$ cat src/rtl/err_rate_monitor.sv
// Windowed error-rate monitor for the approximate-adder comparator stream.
// Counts samples and errors, tracks the longest error burst and the first error index, and raises an alarm against a threshold.
module err_rate_monitor #(
    parameter int WIN_W = 8
) (
    input  logic             clk,
    input  logic             rst,
    input  logic             start,
    input  logic [WIN_W-1:0] win_len,
    input  logic [WIN_W-1:0] err_thresh,
    input  logic             in_valid,
    input  logic             in_err,
    output logic             in_ready,
    output logic             busy,
    output logic             done,
    output logic [WIN_W-1:0] err_count,
    output logic [WIN_W-1:0] sample_count,
    output logic [WIN_W-1:0] max_burst,
    output logic [WIN_W-1:0] first_err_idx,
    output logic             first_err_vld,
    output logic             alarm
);

    typedef enum logic [1:0] {
        S_IDLE,
        S_RUN,
        S_DONE
    } state_t;

    state_t           state_q, state_d;
    logic [WIN_W-1:0] len_q, len_d;
    logic [WIN_W-1:0] thr_q, thr_d;
    logic [WIN_W-1:0] err_q, err_d;
    logic [WIN_W-1:0] smp_q, smp_d;
    logic [WIN_W-1:0] run_q, run_d;
    logic [WIN_W-1:0] max_q, max_d;
    logic [WIN_W-1:0] fidx_q, fidx_d;
    logic             fvld_q, fvld_d;
    logic             alarm_q, alarm_d;

    logic [WIN_W-1:0] smp_inc, err_inc, run_inc;

    // Increments cannot wrap: every counter is bounded by the latched window length.
    assign smp_inc = smp_q + WIN_W'(1);
    assign err_inc = err_q + {{(WIN_W-1){1'b0}}, in_err};
    assign run_inc = run_q + WIN_W'(1);

    always_comb begin
        state_d = state_q;
        len_d   = len_q;
        thr_d   = thr_q;
        err_d   = err_q;
        smp_d   = smp_q;
        run_d   = run_q;
        max_d   = max_q;
        fidx_d  = fidx_q;
        fvld_d  = fvld_q;
        alarm_d = alarm_q;
        case (state_q)
            S_IDLE, S_DONE: begin
                if (start) begin
                    len_d   = win_len;
                    thr_d   = err_thresh;
                    err_d   = '0;
                    smp_d   = '0;
                    run_d   = '0;
                    max_d   = '0;
                    fidx_d  = '0;
                    fvld_d  = 1'b0;
                    alarm_d = 1'b0;
                    // An empty window completes immediately with zero errors.
                    if (win_len == '0) begin
                        state_d = S_DONE;
                        alarm_d = (err_thresh == '0);
                    end else begin
                        state_d = S_RUN;
                    end
                end
            end
            S_RUN: begin
                if (in_valid) begin
                    smp_d = smp_inc;
                    err_d = err_inc;
                    if (in_err) begin
                        run_d = run_inc;
                        if (run_inc > max_q) max_d = run_inc;
                        if (!fvld_q) begin
                            fidx_d = smp_q;
                            fvld_d = 1'b1;
                        end
                    end else begin
                        run_d = '0;
                    end
                    if (smp_inc == len_q) begin
                        state_d = S_DONE;
                        alarm_d = (err_inc >= thr_q);
                    end
                end
            end
            default: state_d = S_IDLE;
        endcase
    end

    always_ff @(posedge clk or posedge rst) begin
        if (rst) begin
            state_q <= S_IDLE;
            len_q   <= '0;
            thr_q   <= '0;
            err_q   <= '0;
            smp_q   <= '0;
            run_q   <= '0;
            max_q   <= '0;
            fidx_q  <= '0;
            fvld_q  <= 1'b0;
            alarm_q <= 1'b0;
        end else begin
            state_q <= state_d;
            len_q   <= len_d;
            thr_q   <= thr_d;
            err_q   <= err_d;
            smp_q   <= smp_d;
            run_q   <= run_d;
            max_q   <= max_d;
            fidx_q  <= fidx_d;
            fvld_q  <= fvld_d;
            alarm_q <= alarm_d;
        end
    end

    assign in_ready      = (state_q == S_RUN);
    assign busy          = (state_q == S_RUN);
    assign done          = (state_q == S_DONE);
    assign err_count     = err_q;
    assign sample_count  = smp_q;
    assign max_burst     = max_q;
    assign first_err_idx = fidx_q;
    assign first_err_vld = fvld_q;
    assign alarm         = alarm_q;

endmodule

$ cat config.mk
export PLATFORM = sky130hd
export DESIGN_NAME = err_rate_monitor
export DESIGN_NICKNAME = d
export VERILOG_FILES = /design/src/rtl/err_rate_monitor.sv
export SDC_FILE = /design/constraint.sdc
export NUM_CORES = 1
export LEC_CHECK = 0
export CAP_MARGIN = 10
export CORE_ASPECT_RATIO = 1.75
export CORE_MARGIN = 2
export CORE_UTILIZATION = 29
export DETAILED_ROUTE_END_ITERATION = 10
export SETUP_SLACK_MARGIN = 0.3
export SKIP_LAST_GASP = 1
export SYNTH_ARGS = -nofsm -noshare
export SYNTH_HDL_FRONTEND = slang
export SYNTH_SLANG_ARGS = --single-unit
$ cat constraint.sdc
create_clock -name clk -period 3.1 [get_ports clk]
set_input_delay 0.62 -clock clk [delete_from_list [all_inputs] [get_ports clk]]
set_output_delay 0.62 -clock clk [all_outputs]
set_load 0.005 [all_outputs]
==> out/metrics.cfg, run 1 <==
[die]
num_rows=51
die_w_um=84.4
io-pin-count=58
initial_utilization_pct=29.6
die_h_um=145
fp.dieArea_um2=12200
area_of_the_core_um2=11100

[setup_path]
crit_fanout=3
critical_path_arrival_ps=2890
crit_path_frequent_cell=and3_1
worst_setup_path_start_kind=input port
worst-path-stages=11
cpPeakStageDelay_ps=430
ordered_cell_list_for_the_critical_path=clkdlybuf4s50_1 -> ha_1 -> and3_1 -> and3_1 -> and3_1 -> xor2_1 -> ha_1 -> nand4_1 -> nor3_2 -> nor4_2 -> a211oi_1
required_ps=3280
timing.critical_path.to_type=flip-flop
worst-r2r-cell-count=10
critical-path-slowest-cell=clkdlybuf4s50_1
critical_path.top_delay_family=simple AND/OR/NAND/NOR gates
cp.buffers_inverters=1
setup.worst_path.class=input port to flip-flop

[grt]
grt_remaining_overflow=0
track_usage_pct=14.1
globalRouteMet3Util_pct=2.95
top_usage_layer=met2
global_route_wire_length_before_repair_mm=13.4
met2_track_utilization_from_global_routing_pct=26.8
pin_count_of_the_biggest_net_entering_global_routing=33
grt_pass1_vias=2761
met1_use_gr_pct=14.8
number_of_antenna_violations_at_the_first_check_in_global_routing=0

[finish]
num-fill-cells=1146
area_of_the_multi_input_gates_um2=1660
final_core_utilization_pct=38.8
area_growth_syn_to_layout_pct=31.2
post_route_cells_drive_above_1_share_pct=7.26
fin_nets=467
diodes=0
final_cells=559
seqCellArea_um2=1500

[sta]
grt_setup_unrepaired=false
final-setup-viol-count=0
max_slew.worst_pin.slew_ps=893
timing_hold_violations_final=0
timing.final.crit_share_pct=87.4
fin_worst_hold_slack_ps=491
finalMaxSlewViolations=0
totalNegativeSetupSlack_ps=0
slew_headroom_pct=40.5
clock_skew_ps=6.76
max_clock_freq_mhz=369
post-route-min-period_ps=2710

[pwr]
power.density_nw_per_um2=791
power.leakage_nw=1.93
irDropWorstVdd_uv=313
totalPowerFinal_mw=3.41

[place]
routabilityCongestion=0.842
placedCellCount=545
post-dp-hpwl_mm=6.18
io_buffers=57

[synth]
yosys.area.top_type=dfrtp_1
synthesis.instances=364
postSynth.topFlopCell=dfrtp_1
synth_seq_area_share_pct=45.7
syn-num-nets=405
netlist.area_leader.share_pct=45.7
synth_enable_flop_cells=0
async_reset_ff_share_pct=100
distinct_cell_type_count_of_the_synthesized_netlist=40
ys_top_cells_by_count=nand2_1, dfrtp_1, o21ai_0
post_synth_instance_area_um2=3280
synthMostInstantiatedCell=nand2_1
synth.top_cells.by_area=dfrtp_1, nand2_1, ha_1
yosys_warnings=0
postSynthRegisterBits=60
avgSynthCellArea_um2=9.02

[detailed_routing]
vias=2748
detail_route.wl_per_cell_um=14.8
drt_iter0_markers=147
drtPass1Iterations=4
route.detailed.vias_per_inst=4.92
ant_nets=0
finalWirelength_mm=8.25
route.detailed.drc=0

[outcome]
outcome=complete, no violations

[clock_network]
tritoncts_clock_tree=done
ctsHoldBuffers=0
clock_tree.htree_level_count=3
maximum_root_to_sink_buffer_count=2
clock-root-buffer=clkbuf_16
cts_sinks=60
source_to_sink_clock_delay_at_the_later_pin_of_the_worst_skew_pair_ps=320
cts_made_buffers=9
worst_setup_hold_path_clk_slew_ps=50

[flow_run]
cap_violations=0

[hold_path]
hold-path-cell-count=2
worst_hold_path_type=flip-flop to flip-flop

==> sequential cells by signal, summed over array words and instances (netlist names) <==
signal	flops
err_count	8
thr_q	8
state_q	2
run_q	8
max_burst	8
first_err_idx	8
alarm	1
len_q	8
first_err_vld	1
sample_count	8
==> power breakdown <==
part	internal [mW]	switching, mW	total (mW)
clock network	0.542	0.307	0.850
registers	1.01	0.211	1.22
logic	0.645	0.692	1.34
==> path summary, 6_finish.rpt <==
| check | slack (ps) | to | from |
|---|---|---|---|
| hold reg to reg | 490 | len_q[5] | len_q[5] |
| setup reg to reg | 480 | max_burst[1] | run_q[0] |
| setup / recovery | 390 | alarm | in_err |
| max in group asynchronous | 1790 | run_q[0] | rst |
| min in group asynchronous | 700 | err_count[1] | rst |
| hold / removal | 490 | len_q[5] | len_q[5] |
==> worst min-delay path, cell delays in order (launching register included) <==
cell and delay (ps):
dfrtp_1 350, nand2_1 50, nand2_1 60
==> routing by layer <==
layer  wire [um]  share of wire (%)
met5           0                  0
met4         141                1.7
met3         229                2.8
met2        4580                 56
met1        3300                 40
==> cells by family (layout without fill, tap and decap cells) <==
kind of cell / after synthesis / count (layout) / synth area share, %
and+or+nand+nor: 157 / 157 / 21.3
DFF: 60 / 60 / 45.7
xor gates and xnor gates: 23 / 23 / 6.14
muxes: 9 / 9 / 2.90
AOI/OAI and AO/OA: 61 / 61 / 11.9
adders and majority gates: 20 / 20 / 7.62
buffers and inverters: 34 / 97 / 4.42
==> placed cells by master, fill, tap and decap left out, types with 2 or more instances in the layout <==
cell type,n
a31oi_1,2
clkdlybuf4s50_1,57
and3_1,7
nand2_1,92
nor2b_1,2
nor2_1,16
a21oi_1,3
or3_1,2
or4_1,2
clkbuf_16,9
xnor2_1,12
dfrtp_1,59
o21ai_0,34
nor4_2,2
mux2i_1,8
o31ai_1,4
clkbuf_1,2
ha_1,20
nand2b_1,3
a211oi_1,3
and2b_1,2
nand3_1,17
buf_4,10
o41ai_1,2
a22o_1,5
a21o_1,2
nor4_1,2
nand4_1,5
xor2_1,10
inv_1,15
o211ai_1,2
==> area by class of cell <==
class,instances,share of cell area (%)
multi-input cells,270,38.4
flip-flops and latches,60,34.9
repair buffers,69,15.7
clock buffers,12,5.72
well taps,132,3.83
inverters,16,1.39
==> through the flow <==
step / setup WS (ps) / cell area (um^2)
floorplan: 583 / 3280
global placement: 88.8 / 4020
detailed placement: 69.4 / 4020
CTS: 334 / 4280
global route: 271 / 4310
finish: 391 / 4310
==> repair_timing <==
item | 4_1_cts | 5_1_grt
buffers inserted | 1 | 1
pin swaps | 1 | 3
setup endpoints to repair | 5 | 7
cloned | 0 | 0
resized for setup | 0 | 5
(Power assumes the default switching activity.)
==> inputs of run 2 (changes only) <==
- CORE_MARGIN: 2 -> unset
==> run 2 against run 1 <==
  * Sequential share of layout area decreased by 0.36 points
  * Sequential cell count unchanged
  * Cell count increased by 0.36%
  * First-iteration DRC count decreased by 0.68%
  * Critical path type unchanged
  * Critical endpoint unchanged
  * Largest power group unchanged
  * Highest routed layer unchanged
==> out/metrics.cfg, run 2 (synthesized netlist as in run 1, its figures left out) <==
[outcome]
outcome=complete, no violations

[clock_network]
clock-root-buffer=clkbuf_16
worst_setup_hold_path_clk_slew_ps=50
source_to_sink_clock_delay_at_the_later_pin_of_the_worst_skew_pair_ps=320
tritoncts_clock_tree=done
cts_sinks=60
cts_made_buffers=9
ctsHoldBuffers=0
clock_tree.htree_level_count=3
maximum_root_to_sink_buffer_count=2

[grt]
grt_remaining_overflow=0
track_usage_pct=15.4
number_of_antenna_violations_at_the_first_check_in_global_routing=0
pin_count_of_the_biggest_net_entering_global_routing=33
grt_pass1_vias=2823
global_route_wire_length_before_repair_mm=13.5

[setup_path]
setup.worst_path.class=input port to flip-flop
timing.critical_path.to_type=flip-flop
critical_path.top_delay_family=simple AND/OR/NAND/NOR gates
crit_fanout=3
crit_path_frequent_cell=and3_1
critical-path-slowest-cell=clkdlybuf4s50_1
cpPeakStageDelay_ps=430
worst_setup_path_start_kind=input port
cp.buffers_inverters=1
ordered_cell_list_for_the_critical_path=clkdlybuf4s50_1 -> ha_1 -> and3_1 -> and3_1 -> and3_1 -> xor2_1 -> ha_1 -> nand4_1 -> nor3_2 -> nor4_2 -> a211oi_1
r2r_slack_ps=470
critical_path_arrival_ps=2950
required_ps=3330

[sta]
timing.final.crit_share_pct=87.7
timing_hold_violations_final=0
grt_setup_unrepaired=false
clock_skew_ps=6.19
slew_headroom_pct=39.0
post-route-min-period_ps=2720
max_clock_freq_mhz=368
final-setup-viol-count=0
totalNegativeSetupSlack_ps=0
finalMaxSlewViolations=0
max_slew.worst_pin.slew_ps=916

[place]
placedCellCount=545
post-dp-hpwl_mm=6.15
io_buffers=57
routabilityCongestion=0.829

[die]
fp.dieArea_um2=11800
io-pin-count=58
num_rows=51
die_h_um=143
die_w_um=82.4
area_of_the_core_um2=11100
initial_utilization_pct=29.6

[finish]
final_cells=561
leading_cell_type_in_the_layout_fill_and_taps_excluded=nand2_1
post_route_cells_drive_above_1_share_pct=8.39
final_core_utilization_pct=39.2
diodes=0
num-fill-cells=1145
fin_nets=466
area_growth_syn_to_layout_pct=32.5
most-common-layout-cells=nand2_1, dfrtp_1, clkdlybuf4s50_1, o21ai_0, ha_1

[pwr]
totalPowerFinal_mw=3.52
power.leakage_nw=1.95
power.density_nw_per_um2=808
irDropWorstVdd_uv=312

[detailed_routing]
vias=2777
finalWirelength_mm=8.15
route.detailed.vias_per_inst=4.95
detail_route.wl_per_cell_um=14.5
drtPass1Iterations=4
ant_nets=0
drt_iter0_markers=146
route.detailed.drc=0

[flow_run]
cap_violations=0

[hold_path]
worst_hold_path_type=flip-flop to flip-flop

[run 2: cell count changes in the layout (fill, tap and decap cells not counted), sizes merged]
cell    previous run  this run
clkinv             0         1
clkbuf            12        14
buf               12        11
[run 2: final timing paths]
path | start | to | cells past startpoint
max | in_err | alarm | 11
min | len_q[7] | len_q[7] | 2
max reg2reg | run_q[0] | max_burst[6] | 11
min reg2reg | len_q[7] | len_q[7] | 2
max in group asynchronous | rst | run_q[0] | 3
min in group asynchronous | rst | err_count[2] | 2
[run 2: repair_timing]
action	in CTS	in global routing
setup buffers	0	1
endpoints found under the setup margin	5	7
hold endpoints to repair	0	0
cloned	0	0
pin swaps	0	2
gates resized for setup	1	6
[run 2: power breakdown]
| group | switching (mW) | total (mW) | internal (mW) | leakage (nW) |
|---|---|---|---|---|
| combinational | 0.699 | 1.35 | 0.647 | 1.02 |
| sequential | 0.215 | 1.22 | 1.01 | 0.787 |
| clock | 0.325 | 0.946 | 0.621 | 0.145 |
[run 2: metrics by stage]
stage,cell area (um^2),hold WS [ps],setup WS [ps]
2_1_floorplan,3280,452,583
3_3_place_gp,4020,483,86.5
3_5_place_dp,4020,484,38.0
4_1_cts,4310,497,314
5_1_grt,4350,524,252
6_report,4350,492,380
[run 2: layout make-up]
cell class	instances	area, um^2	share of cell area, %
sequential	60	1500	34.5
clock buffer	14	284	6.53
clock inverter	1	5.00	0.115
multi-input combinational	270	1670	38.3
inverter	16	60.1	1.38
tap	132	165	3.80
timing repair buffer	68	669	15.4
[run 2: worst register-to-register path: stages, from the launching register on]
cell and delay [ps]:
dfrtp_2 430, ha_1 250, nand3_1 150, nor2_2 180, xor2_2 210, ha_1 280
nand4_1 190, o21ai_2 120, or2_1 250, o31ai_4 110, buf_6 190, mux2i_1 190
[run 2: metal layers]
metal | track usage (%) | vias to the layer above | wire length (um)
met5 | 0 | - | 0
met4 | 7.57 | 0 | 204
met3 | 3.39 | 16 | 293
met2 | 27.7 | 46 | 4570
met1 | 16.2 | 1354 | 3090
li1 | - | 1361 | -
==> inputs of run 3 (changes only) <==
- ABC_AREA: unset -> 1
==> run 3 against run 2 <==
  * The flow now finishes with violations (design-rule violations)
  * Non-clock buffer count is 4 lower
  * Design area up 2.2%
  * Core utilization decreased by 0.58 points
  * Sequential share of layout area is 0.77 points lower
  * Synthesized cell count increased by 17%
  * Maximum frequency grew 7.0%
  * Clock skew about the same
  * Critical path depth up 4
  * Area after synthesis is 3.7% higher
  * Combinational power shrank 9%
  * Register-to-register slack gained 90 ps
  * Highest routed layer unchanged
==> out/metrics.cfg, run 3 <==
[clock_network]
worst_setup_hold_path_clk_slew_ps=50
cts_made_buffers=9
cts_sinks=60
maximum_root_to_sink_buffer_count=2
tritoncts_clock_tree=done
source_to_sink_clock_delay_at_the_later_pin_of_the_worst_skew_pair_ps=320
clock-root-buffer=clkbuf_16
clock_tree.htree_level_count=3

[grt]
global_route_wire_length_before_repair_mm=13.7
track_usage_pct=14.4
grt_remaining_overflow=0
grt_pass1_vias=2854
number_of_antenna_violations_at_the_first_check_in_global_routing=0
pin_count_of_the_biggest_net_entering_global_routing=61

[setup_path]
worst-r2r-cell-count=15
ordered_cell_list_for_the_critical_path=inv_1 -> nor3_2 -> nand4_1 -> nor2_1 -> nand2_1 -> nand2_1 -> inv_1 -> ha_1 -> nand2_1 -> nor2_1 -> nand4_1 -> nand3_4 -> nand2_4 -> nor2_1 -> a21oi_1
cp.buffers_inverters=2
worst-path-stages=15
reg2reg_to=max_burst[2]
critical_path.startpoint=run_q[2]
setup.worst_path.class=flip-flop to flip-flop
worst_setup_path_start_kind=flip-flop
cpPeakStageDelay_ps=390
critical_path.top_delay_family=simple AND/OR/NAND/NOR gates
critPathCapture=max_burst[2]
critical-path-slowest-cell=dfrtp_1
required_ps=3300
critical_path_arrival_ps=2740
timing.critical_path.to_type=flip-flop
r2r_slack_ps=560
crit_fanout=12
worstReg2RegStart=run_q[2]

[die]
fp.dieArea_um2=12200
io-pin-count=58
die_w_um=83.9
num_rows=52
area_of_the_core_um2=11500
initial_utilization_pct=29.6
die_h_um=145

[synth]
synth_seq_area_share_pct=44.1
distinct_cell_type_count_of_the_synthesized_netlist=35
postSynthRegisterBits=60
avgSynthCellArea_um2=8.01
yosys.area.top_type=dfrtp_1
async_reset_ff_share_pct=100
post_synth_instance_area_um2=3410
synth.top_cells.by_area=dfrtp_1, nand2_1, inv_1
yosys_warnings=0
synthMostInstantiatedCell=nand2_1
ys_top_cells_by_count=nand2_1, inv_1, dfrtp_1
netlist.area_leader.share_pct=44.1
postSynth.topFlopCell=dfrtp_1
synthesis.instances=425
synth_enable_flop_cells=0
syn-num-nets=466

[pwr]
power.density_nw_per_um2=733
power.leakage_nw=2.10
totalPowerFinal_mw=3.26
irDropWorstVdd_uv=299

[finish]
leading_cell_type_in_the_layout_fill_and_taps_excluded=nand2_1
most-common-layout-cells=nand2_1, inv_1, dfrtp_1, clkdlybuf4s50_1, nand3_1
diodes=0
final_core_utilization_pct=38.6
area_growth_syn_to_layout_pct=30.6
post_route_cells_drive_above_1_share_pct=10.1
fin_nets=532

[outcome]
outcome=finished, violations left
failed_checks=design-rule violations

[detailed_routing]
drtPass1Iterations=10
vias=2974
finalWirelength_mm=8.30
ant_nets=0
drt_iter0_markers=122
detail_route.wl_per_cell_um=13.2
route.detailed.vias_per_inst=4.72
route.detailed.drc=7

[place]
post-dp-hpwl_mm=6.36
io_buffers=57
routabilityCongestion=0.832

[sta]
slew_headroom_pct=48.4
timing.final.crit_share_pct=82.0
final-setup-viol-count=0
max_slew.worst_pin.slew_ps=774
post-route-min-period_ps=2540
totalNegativeSetupSlack_ps=0
timing_hold_violations_final=0
clock_skew_ps=6.16
finalMaxSlewViolations=0
max_clock_freq_mhz=393
grt_setup_unrepaired=false

[flow_run]
cap_violations=0

[hold_path]
worst_hold_path_type=flip-flop to flip-flop

[run 3: how the worst min path moves through the flow]
stage | start | endpoint | slack [ps] | cells after the start
final | len_q[4] | len_q[4] | 480 | 2
after global routing | thr_q[0] | thr_q[0] | 510 | 2
after CTS | thr_q[0] | thr_q[0] | 490 | 2
after global placement | thr_q[0] | thr_q[0] | 470 | 2
after floorplan | thr_q[0] | thr_q[0] | 450 | 2
after detailed placement | thr_q[0] | thr_q[0] | 470 | 2
[run 3: area by class of cell]
type / count / area (um^2)
timing repair buffer: 64 / 626
multi-input combinational: 279 / 1580
inverter: 77 / 297
clock inverter: 2 / 10.0
clock buffer: 13 / 260
fill: 1184 / 7070
tap: 135 / 169
sequential: 60 / 1500
[run 3: cells by family after synthesis]
kind of cell,synth area share [%]
simple gates,23.3
compound gates,12.6
flops,44.1
buf+inv,10.1
xor+xnor,2.57
fa+ha+maj,7.35
[run 3: report_power, final]
part | total (mW) | switching [mW] | internal [mW] | leakage (nW)
combinational | 1.23 | 0.732 | 0.503 | 1.17
sequential | 1.13 | 0.154 | 0.975 | 0.798
clock | 0.897 | 0.321 | 0.576 | 0.135
total | 3.26 | 1.21 | 2.05 | 2.10
[run 3: per-layer routing]
metal  track usage [%]  part of all wire (%)
met3              2.95                   4.3
met5                 0                     0
met4              7.33                   2.4
met2              26.7                    55
met1              15.1                    38
[run 3: worst reg2reg max path, delay by kind of cell, from the launching register on]
kind / cells / cell delay (ps)
buffers and inverters: 2 / 120
AOI/OAI and AO/OA: 1 / 40
DFF: 1 / 390
adders and majority gates: 1 / 290
and+or+nand+nor: 11 / 1580
[run 3: timing repair]
action / 4_1_cts / 5_1_grt
resized for setup: 0 / 7
hold buffers: 0 / 0
hold endpoints to repair: 0 / 0
setup buffers: 0 / 1
endpoints found under the setup margin: 0 / 7
[run 3: stage by stage]
stage / hold slack, ps / setup WS (ps) / std cells / cell area [um^2]
after global routing: 510 / 352 / 630 / 4450
after detailed placement: 474 / 44.1 / 614 / 4140
after floorplan: 448 / 724 / 425 / 3410
after CTS: 489 / 319 / 629 / 4410
final: 485 / 558 / 630 / 4450
after global placement: 467 / 122 / 614 / 4140
==> variant 1 (config.mk and constraints of run 3) <==
Change the parameter `WIN_W` from 8 to 12.
--- a/src/rtl/err_rate_monitor.sv
+++ b/src/rtl/err_rate_monitor.sv
@@ -1,7 +1,7 @@
 // Windowed error-rate monitor for the approximate-adder comparator stream.
 // Counts samples and errors, tracks the longest error burst and the first error index, and raises an alarm against a threshold.
 module err_rate_monitor #(
-    parameter int WIN_W = 8
+    parameter int WIN_W = 12
 ) (
     input  logic             clk,
     input  logic             rst,
Ports: changed (6 resized); port bits go from 58 to 82. The function was not compared with the original's and may differ.
==> variant 1 against run 3 <==
- cell area up 53%
- setup slack got worse by 0.33 ns
- synthesized area up 48%
- power grew 63%
- critical endpoint is now max_burst[11]
- combinational power up 97%
- fmax down 12%
- routed wire length up 71%
- sequential cell count is 28 higher
- largest power group unchanged
==> variant 1: results (changes against run 3) <==
status=finished clean (was complete, but fails checks); fill cell count=1763 (was 1184); crit path DAT=3.09 ns (was 2.74 ns); Worst-Margin Slew=0.694 ns (was 0.774 ns); Unique masters post-synth=37 (was 35); Final nets=814 (was 532); routability-driven placement congestion ratio=0.807 (was 0.832); Place WS=-0.433 ns (was 0.0441 ns); I/O Buffers=81 (was 57); placed instance area=0.00622 mm2 (was 0.00414 mm2); final clock skew=0.00881 ns (was 0.00616 ns); P_leak=3.17 nW (was 2.10 nW); met1 Track Usage GR=17.6% (was 15.1%); Logic power comb=2.42 mW (was 1.23 mW); clock share of power=19.2% (was 27.5%); largest net degree at the start of global routing=45 (was 61); sequential element share of the synthesized area=43.6% (was 44.1%); Residual DRC=0 (was 7); M2 GR Usage=30.4% (was 26.7%); routed wl met3=358 um (unchanged); Sequential Power Share=35.3% (was 34.6%); GRT Total Usage=16.4% (was 14.4%); HPWL Detailed=10500 um (was 6360 um); Placed Instances=956 (was 614); CTS Buffer Depth=2 (unchanged); Max VDD drop=254 uV (was 299 uV); commonest cells in the netlist=166 x nand2_1, 97 x inv_1, 88 x dfrtp_1 (was 92 x nand2_1, 73 x inv_1, 60 x dfrtp_1); vias in the first global route=4510 (was 2854); DR iter-0 viols=217 (was 122); DR WL met2=7750 um (was 4570 um); Vias=4680 (was 2974); DR pass1 iterations=4 (was 10); first-pass GRT wire length=22400 um (was 13700 um); Net Sw Power=2.14 mW (was 1.21 mW); post-route insts no fill=988 (was 630); post-synthesis net count=703 (was 466); Routed Wire Length=14200 um (was 8300 um); CP max FO=6 (was 12); Synth area leaders=dfrtp_1 44%, nand2_1 12%, inv_1 7.2%, ha_1 6.9%, o21ai_0 6.2% (was dfrtp_1 44%, nand2_1 10%, inv_1 8.0%, ha_1 7.3%, nand3_1 5.1%); Cells after Synth=646 (was 425); layout cell share with drive strength beyond 1=12.4% (was 10.1%)
-- variant 1: critical path: stages, from the launching register on --
cell and delay (ns):
dfrtp_1 0.39, ha_2 0.21, nand2_2 0.08, nor3_4 0.16
nand2_2 0.08, inv_2 0.08, nand3_4 0.07, nor2_2 0.10
xor2_1 0.18, inv_1 0.10, ha_4 0.27, nand4_1 0.17
nor2_2 0.17, nand2_1 0.07, nand4_1 0.15, o211ai_4 0.11
buf_4 0.18, nand2_4 0.10, o21ai_0 0.08
-- variant 1: path summary, 6_finish.rpt --
| path | from | to | slack [ns] | cells past startpoint |
|---|---|---|---|---|
| max in group asynchronous | rst | err_count[8] | 1.73 | 3 |
| min in group asynchronous | rst | max_burst[9] | 0.71 | 2 |
| worst min register to register | first_err_idx[2] | first_err_idx[2] | 0.49 | 2 |
| worst min-delay path | first_err_idx[2] | first_err_idx[2] | 0.49 | 2 |
| worst max-delay path | run_q[0] | max_burst[11] | 0.23 | 18 |
| worst max register to register | run_q[0] | max_burst[11] | 0.23 | 18 |
-- variant 1: logic make-up after synthesis --
kind of cell / synth area share, %
and+or+nand+nor: 25.3
buffers and inverters: 9.14
AOI/OAI and AO/OA: 13.1
DFF: 43.6
adders and majority gates: 6.93
xor gates and xnor gates: 1.91
-- variant 1: timing repair --
action,4_1_cts,5_1_grt
endpoints found under the setup margin,13,13
resized for setup,19,14
pin swaps,16,12
cloned,3,0
buffers inserted,9,5
hold buffers,0,0
-- variant 1: area by class of cell --
class | instances | area [um2] | share of cell area, %
clock inverters | 2 | 13.8 | 0.202
clock buffers | 13 | 260 | 3.83
well taps | 227 | 284 | 4.18
repair buffers | 113 | 1070 | 15.8
multi-input cells | 445 | 2580 | 37.9
flip-flops and latches | 88 | 2200 | 32.4
inverters | 100 | 384 | 5.65
==> variant 2 (flow settings as in run 3) <==
Without the edit above. Put one more register stage on the output `err_count`, without a reset. The value now appears one clock later. The other outputs are not delayed to match.
--- a/src/rtl/err_rate_monitor.sv
+++ b/src/rtl/err_rate_monitor.sv
@@ -130,7 +130,9 @@
     assign in_ready      = (state_q == S_RUN);
     assign busy          = (state_q == S_RUN);
     assign done          = (state_q == S_DONE);
-    assign err_count     = err_q;
+    always_ff @(posedge clk) begin
+        err_count <= err_q;
+    end
     assign sample_count  = smp_q;
     assign max_burst     = max_q;
     assign first_err_idx = fidx_q;
Function: changed (a bounded check fails within 4 cycles, from zero or initial values and one cycle with rst high).
==> variant 2 against run 3 <==
- cell area up 3.9%
- setup slack worse by 0.032 ns
- synthesized area up 3.6%
- power up 7.4%
- hold slack worse by 0.030 ns
- clock power up 11%
- sequential cell count up 8
- routed wire length up 11%
- critical path type unchanged
- critical endpoint is now max_burst[5]
- largest cell class is now flip-flops and latches
- highest routed layer unchanged
==> variant 2: results (changes against run 3) <==
commonest cells in the netlist=98 x nand2_1, 69 x inv_1, 60 x dfrtp_1 (was 92 x nand2_1, 73 x inv_1, 60 x dfrtp_1); synth warn=0 (unchanged); M2 GR Usage=29.6% (was 26.7%); Unique masters post-synth=38 (was 35); vias in the first global route=3276 (was 2854); crit path DAT=2.77 ns (was 2.74 ns); combinational share of power=35.5% (was 37.9%); DR iter-0 viols=145 (was 122); routability-driven placement congestion ratio=0.851 (was 0.832); # resized after CTS=1 (was 0); CP peak stage delay=0.41 ns (was 0.39 ns); first-pass GRT wire length=15500 um (was 13700 um); Vias=3090 (was 2974); TritonCTS Buffers=9 (unchanged); CP max FO=11 (was 12); layout cell share with drive strength beyond 1=9.86% (was 10.1%); Met1 Routed Length=3420 um (was 3180 um); crit-path leading delay family=simple AND/OR/NAND/NOR gates (unchanged); Power Density=759 mW/mm2 (was 733 mW/mm2); internal power=2.22 mW (was 2.05 mW); Slew HR=48.5% (was 48.4%); met3 Use GR=2.29% (was 2.95%); post-synthesis compound-gate area fraction=12.1% (was 12.6%); met1 Track Usage GR=16.6% (was 15.1%); antenna cells=0 (unchanged); HPWL Detailed=6920 um (was 6360 um); Synth area leaders=dfrtp_1 43%, nand2_1 10%, inv_1 7.3%, ha_1 7.1%, nand3_1 5.0% (was dfrtp_1 44%, nand2_1 10%, inv_1 8.0%, ha_1 7.3%, nand3_1 5.1%); Routed Wire Length=9240 um (was 8300 um); GRT Total Usage=16.0% (was 14.4%); placed instance area=0.00426 mm2 (was 0.00414 mm2); Synth Area in XOR/XNOR=2.48% (was 2.57%); adder-cell area share of the yosys netlist=7.09% (was 7.35%); P_leak=2.18 nW (was 2.10 nW); DR WL met2=5100 um (was 4570 um); Async SR Flop Fraction=88.2% (was 100%); hold path depth=0 (was 2); Final nets=533 (was 532); final clock skew=0.00580 ns (was 0.00616 ns); Max VDD drop=325 uV (was 299 uV); sequential element share of the synthesized area=47.1% (was 44.1%); status=finished clean (was complete, but fails checks); post-synthesis net count=468 (was 466); Seq group=1.26 mW (was 1.13 mW); DR pass1 iterations=4 (was 10)
==> variant 2: layout make-up <==
type / count / area [um2]
fillers: 1214 / 7320
flip-flops and latches: 68 / 1660
multi-input cells: 276 / 1590
repair buffers: 64 / 626
inverters: 73 / 277
clock buffers: 11 / 243
well taps: 137 / 171
clock inverters: 5 / 52.6
==> variant 2: metrics by stage <==
step                setup slack [ns]  cells  hold slack, ns
floorplan                      0.745    427           0.371
global placement              0.0713    616           0.404
detailed placement           -0.0313    616           0.424
CTS                            0.305    632           0.439
global route                   0.303    634           0.460
finish                         0.526    634           0.454
==> variant 2: worst paths after layout <==
check | slack, ns | from | endpoint
max in group asynchronous | 1.76 | rst | err_q[3]
setup / recovery | 0.53 | run_q[2] | max_burst[5]
setup reg to reg | 0.53 | run_q[2] | max_burst[5]
hold reg to reg | 0.45 | err_q[2] | err_count[2]
hold / removal | 0.45 | err_q[2] | err_count[2]
min in group asynchronous | 0.83 | rst | first_err_idx[2]
